<file path="src/rtl/updown_counter_param.sv">
`default_nettype none
// ============================================================================
// Module   : updown_counter_param
// Summary  : Parametrised up/down counter with synchronous load, count
//            enable, programmable terminal value (MAX_VAL), wrap or
//            saturate behaviour at the bounds, configurable step size,
//            a one-cycle boundary pulse and sticky overflow/underflow flags.
// Revision : 1.0  initial release
// ----------------------------------------------------------------------------
// Parameters
//   WIDTH     counter width in bits (2..32)
//   MAX_VAL   terminal count, legal range 0..MAX_VAL
//   STEP      amount added/subtracted per enabled cycle (1..MAX_VAL)
//   SATURATE  0 = wrap modulo MAX_VAL+1, 1 = clamp at 0 / MAX_VAL
// Ports
//   clk        in   system clock, rising edge
//   rst        in   synchronous reset, active-high, overrides everything
//   en         in   count enable
//   up         in   direction, 1 = up, 0 = down
//   load       in   synchronous load of data (clamped to MAX_VAL)
//   data       in   [WIDTH] load value
//   clr_flags  in   clear sticky ovf/unf (a same-edge boundary event wins)
//   count      out  [WIDTH] registered count
//   at_max     out  count == MAX_VAL (decoded from the register)
//   at_zero    out  count == 0 (decoded from the register)
//   wrap       out  registered pulse: previous edge hit a boundary
//   ovf        out  sticky: an up-step exceeded MAX_VAL
//   unf        out  sticky: a down-step went below 0
// ============================================================================
module updown_counter_param #(
    parameter int unsigned      WIDTH    = 8,
    parameter logic [WIDTH-1:0] MAX_VAL  = {WIDTH{1'b1}},
    parameter logic [WIDTH-1:0] STEP     = WIDTH'(1),
    parameter bit               SATURATE = 1'b0
) (
    input  logic             clk,
    input  logic             rst,
    input  logic             en,
    input  logic             up,
    input  logic             load,
    input  logic [WIDTH-1:0] data,
    input  logic             clr_flags,
    output logic [WIDTH-1:0] count,
    output logic             at_max,
    output logic             at_zero,
    output logic             wrap,
    output logic             ovf,
    output logic             unf
);

    // All arithmetic is done one bit wider than the count so that the sum
    // count+STEP and the modulus MAX_VAL+1 never overflow silently.
    localparam logic [WIDTH:0] c_MAX_EXT  = {1'b0, MAX_VAL};
    localparam logic [WIDTH:0] c_STEP_EXT = {1'b0, STEP};
    localparam logic [WIDTH:0] c_MOD      = c_MAX_EXT + {{WIDTH{1'b0}}, 1'b1};

    logic [WIDTH-1:0] r_count;
    logic             r_wrap;
    logic             r_ovf;
    logic             r_unf;

    logic [WIDTH:0]   w_cnt_ext;
    logic [WIDTH:0]   w_up_sum;
    logic             w_up_evt;
    logic             w_dn_evt;
    logic [WIDTH-1:0] w_up_wrapped;
    logic [WIDTH-1:0] w_dn_normal;
    logic [WIDTH-1:0] w_dn_wrapped;
    logic [WIDTH-1:0] w_load_val;

    logic [WIDTH-1:0] w_count_d;
    logic             w_ovf_set;
    logic             w_unf_set;

    assign w_cnt_ext    = {1'b0, r_count};
    assign w_up_sum     = w_cnt_ext + c_STEP_EXT;
    assign w_up_evt     = (w_up_sum > c_MAX_EXT);
    assign w_dn_evt     = (w_cnt_ext < c_STEP_EXT);
    // Results below are provably < MAX_VAL+1 on the path that uses them,
    // so dropping the top bit loses nothing.
    assign w_up_wrapped = WIDTH'(w_up_sum - c_MOD);
    assign w_dn_normal  = WIDTH'(w_cnt_ext - c_STEP_EXT);
    assign w_dn_wrapped = WIDTH'(w_cnt_ext + c_MOD - c_STEP_EXT);
    assign w_load_val   = (data > MAX_VAL) ? MAX_VAL : data;

    always_comb begin
        w_count_d = r_count;
        w_ovf_set = 1'b0;
        w_unf_set = 1'b0;
        if (load) begin
            w_count_d = w_load_val;
        end else if (en) begin
            if (up) begin
                if (w_up_evt) begin
                    // In saturate mode this also fires while parked at
                    // MAX_VAL, so wrap pulses every cycle up is held.
                    w_ovf_set = 1'b1;
                    w_count_d = SATURATE ? MAX_VAL : w_up_wrapped;
                end else begin
                    w_count_d = w_up_sum[WIDTH-1:0];
                end
            end else begin
                if (w_dn_evt) begin
                    w_unf_set = 1'b1;
                    w_count_d = SATURATE ? {WIDTH{1'b0}} : w_dn_wrapped;
                end else begin
                    w_count_d = w_dn_normal;
                end
            end
        end
    end

    always_ff @(posedge clk) begin
        if (rst) begin
            r_count <= {WIDTH{1'b0}};
            r_wrap  <= 1'b0;
            r_ovf   <= 1'b0;
            r_unf   <= 1'b0;
        end else begin
            r_count <= w_count_d;
            r_wrap  <= w_ovf_set | w_unf_set;
            // A new event on the same edge as clr_flags keeps the flag set.
            r_ovf   <= w_ovf_set | (r_ovf & ~clr_flags);
            r_unf   <= w_unf_set | (r_unf & ~clr_flags);
        end
    end

    assign count   = r_count;
    assign at_max  = (r_count == MAX_VAL);
    assign at_zero = (r_count == {WIDTH{1'b0}});
    assign wrap    = r_wrap;
    assign ovf     = r_ovf;
    assign unf     = r_unf;

endmodule
`default_nettype wire

</file>
<file path="config.mk">
export PLATFORM = sky130hd
export DESIGN_NAME = updown_counter_param
export DESIGN_NICKNAME = d
export VERILOG_FILES = /design/src/rtl/updown_counter_param.sv
export SDC_FILE = /design/constraint.sdc
export NUM_CORES = 1
export LEC_CHECK = 0
export CORE_ASPECT_RATIO = 0.8
export CORE_MARGIN = 8
export CORE_UTILIZATION = 49
export DETAILED_ROUTE_END_ITERATION = 8
export PLACE_DENSITY_LB_ADDON = 0.05
export SYNTH_ARGS = -nofsm -noshare
export SYNTH_HDL_FRONTEND = slang
export SYNTH_SLANG_ARGS = --single-unit
</file>
<file path="constraint.sdc">
create_clock -name clk -period 2.6 [get_ports clk]
set_input_delay 0.52 -clock clk [delete_from_list [all_inputs] [get_ports clk]]
set_output_delay 0.52 -clock clk [all_outputs]
set_load 0.02 [all_outputs]
</file>
==> summary.txt <==
RUN STATUS
--------------------------------------------------------------------------------
Result of the run                                                   finished, final reports clean

FLOORPLAN
--------------------------------------------------------------------------------
Die Outline Area                                                       3380 um^2
Number of standard-cell rows in the floorplan                                 13
Horizontal die dimension                                                 63.0 um
Starting utilization of the core area                                      0.528
Placeable Area                                                         1640 um^2
Number of top-level pins                                                      27
Die height                                                               53.6 um

YOSYS
--------------------------------------------------------------------------------
Cells after synthesis                                                        113
Main flop type after synthesis                                           dfxtp_1
Summed instance area of the synthesized netlist                         867 um^2
Top area cells in the synthesized netlist                           dfxtp_1 (25%), nand2_1 (5.6%), xor2_1 (5.1%)
Largest area contributor in the netlist                                  dfxtp_1
Net count after synthesis                                                    130
Async S/R FF share, synth                                                      0
Yosys Warn Count                                                               0
Share of the synthesized area in the top cell type                         0.254
Number of enable-type register cells in the synthesized netlist                0
Number of synthesized register bits                                           11
Sequential area share after synthesis                                      0.254
Mapped Avg Cell Area                                                   7.67 um^2
Netlist cell types                                                            43

FINAL LAYOUT
--------------------------------------------------------------------------------
Final #Nets                                                                  160
Layout Cell Area excl Fill                                             1200 um^2
Fraction of layout cells with a size suffix above 1                        0.106
Commonest cells after routing, fill and taps aside                  clkdlybuf4s50_1 (24), nand2_1 (13), dfxtp_1 (11)
Post-layout util                                                           0.729
Area growth, synth to finish                                               38.1%
Most common library cell in the layout ignoring fill and taps       clkdlybuf4s50_1
Ant diodes                                                                     0

CRITICAL PATH
--------------------------------------------------------------------------------
Cells along the critical path                                       ha_1 -> nand2_1 -> nor3_1 -> dlygate4sd2_1
Data required time at the worst endpoint                                 2080 ps
Sort of element at the start of the critical path                      flip-flop
Delay contributed by the slowest stage of the critical path               480 ps
Largest fanout on the critical path                                            9
CP Data Arrival Time                                                     1820 ps
Critical-path cell with the highest stage delay                          dfxtp_1
Type of the worst setup path                                        flip-flop to primary output
Critical path capture point type                                    primary output

PWR
--------------------------------------------------------------------------------
Share of power burned in registers                                         0.394
Clk network pwr share                                                      0.260
NetSw                                                                   0.173 mW
Internal                                                                0.325 mW
Leakage power                                                           0.454 nW
Fraction of power consumed by combinational cells                          0.345
Max rail drop VDD                                                       0.311 mV
Power density of the placed cells                                    416 nW/um^2
Power consumption                                                       0.498 mW
Sw Ratio                                                                   0.347

DETAILED ROUTING
--------------------------------------------------------------------------------
Final routed wire length divided by cell count                           15.3 um
Overall routed net length                                                2510 um
DRC viols                                                                      0
Initial DRT Pass Iterations                                                    4
First DRT Iteration DRCs                                                      48
Via count                                                                    936
Vias/cell                                                                   5.71
Antenna viol nets, final                                                       0

STA
--------------------------------------------------------------------------------
Share of the clock period used by the worst path                           0.901
Final slew viol count                                                          0
Highest achievable clock rate                                          0.427 GHz
Worst clock skew                                                         10.0 ps
RSZ-0062 raised after global routing                                          no
Worst slew margin                                                          0.739
Time the final worst path needs with I/O delays and setup                2340 ps
Final setup vio count                                                          0
Transition at the pin with the smallest max-transition slack              390 ps
Total negative setup slack                                                  0 ps
Hold Fails Final Rpt                                                           0

PLACE
--------------------------------------------------------------------------------
IO buf count                                                                  26
HPWL after DPL                                                           1880 um
Area post-placement                                                    1160 um^2
Final estimated routing congestion in global placement                     0.834

CLOCKING
--------------------------------------------------------------------------------
CTS Buf Count                                                                  3
Number of instances resized during post-cts repair                             2
Clk pin slew, worst setup/hold paths                                       90 ps
Clock tree from TritonCTS                                                  built
Post-CTS repair timing setup buffer count                                      0
Number of levels the H-tree was split into                                     1
Master cell of the clock root buffer                                    clkbuf_4
Clock insertion delay at the later pin of the skew report                 280 ps
CTS Sinks                                                                     11
Maximum count of clock buffers along a single path                             2
Post-cts hold buffer count                                                     0

FLOW RUN
--------------------------------------------------------------------------------
Max-cap violations                                                             0

GLOBAL ROUTING
--------------------------------------------------------------------------------
Gr usage total                                                             0.152
Routing usage on met3                                                     0.0683
Vias in the first global route                                               929
Gr ovfl total                                                                  0
Wire length of the first global-routing pass                             4150 um
Most used routing layer in global routing                                   met2
Number of antenna violations at the first check in global routing              0
Maximum number of pins on one net before global-route repair                  12
Met2 global-route usage                                                    0.273
Global routing usage on met1                                               0.160

WORST HOLD PATH
--------------------------------------------------------------------------------
Worst min-delay path category                                       flip-flop to flip-flop

[worst max-delay path: cells and delay by family (launching register included)]
| kind | cells | cell delay, ps |
|---|---|---|
| and+or+nand+nor | 2 | 400 |
| DFF | 1 | 480 |
| buffers and inverters | 1 | 360 |
| adders and majority gates | 1 | 310 |
[cells by family (layout without fill, tap and decap cells)]
group | after synthesis | after routing | share of synthesized area
and+or+nand+nor | 48 | 48 | 0.319
AOI/OAI and AO/OA | 28 | 28 | 0.216
buffers and inverters | 14 | 43 | 0.0721
DFF | 11 | 11 | 0.254
xor gates and xnor gates | 7 | 7 | 0.0707
adders and majority gates | 3 | 3 | 0.0433
muxes | 2 | 2 | 0.0245
[sequential cells by signal (all words and copies together), names as in the netlist]
register	flops
wrap	1
unf	1
count	8
ovf	1
[synth_stat cells, drive strengths merged, types with 2 or more instances]
| cell | instances |
|---|---|
| or4b | 2 |
| xor2 | 5 |
| ha | 3 |
| nor4 | 6 |
| clkbuf | 4 |
| nor3 | 5 |
| o22ai | 2 |
| nand3 | 2 |
| dfxtp | 11 |
| a21oi | 8 |
| or4 | 2 |
| a211oi | 3 |
| o31ai | 2 |
| buf | 3 |
| inv | 6 |
| nand3b | 2 |
| nor2 | 4 |
| nand2 | 13 |
| a31oi | 2 |
| nand2b | 4 |
| xnor2 | 2 |
| o21ai | 4 |
| or3 | 2 |
[worst paths after layout]
check | endpoint | startpoint | depth (start not counted) | slack [ps]
hold reg to reg | unf | unf | 2 | 470
hold / removal | unf | unf | 2 | 470
setup / recovery | at_max | count[0] | 4 | 260
setup reg to reg | ovf | count[0] | 6 | 520
[area by class of cell]
type	count	area, um^2
multi-input cells	88	591
clock buffers	4	26.3
well taps	22	27.5
repair buffers	32	307
fillers	121	445
flip-flops and latches	11	220
inverters	7	26.3
[per-layer routing]
metal	vias to the layer above	share of wire
li1	472	-
met2	26	0.49
met5	-	0
met4	0	0
met3	0	0.069
met1	438	0.44
[power groups by stage]
| stage | logic (mW) | registers (mW) | clock network (mW) |
|---|---|---|---|
| 2_1_floorplan | 0.0911 | 0.208 | 0 |
| 4_1_cts | 0.171 | 0.196 | 0.130 |
| 5_1_grt | 0.188 | 0.198 | 0.137 |
| 3_5_place_dp | 0.169 | 0.199 | 0 |
| 6_report | 0.172 | 0.196 | 0.130 |
| 3_3_place_gp | 0.166 | 0.198 | 0 |
[per-stage QoR]
stage / cells / setup slack [ps] / hold slack [ps]
floorplan: 113 / 440 / 540
global placement: 160 / 233 / 454
detailed placement: 160 / 224 / 461
CTS: 164 / 34.1 / 474
global route: 164 / 125 / 506
finish: 164 / 258 / 473
Power figures use the tool's default switching activity.
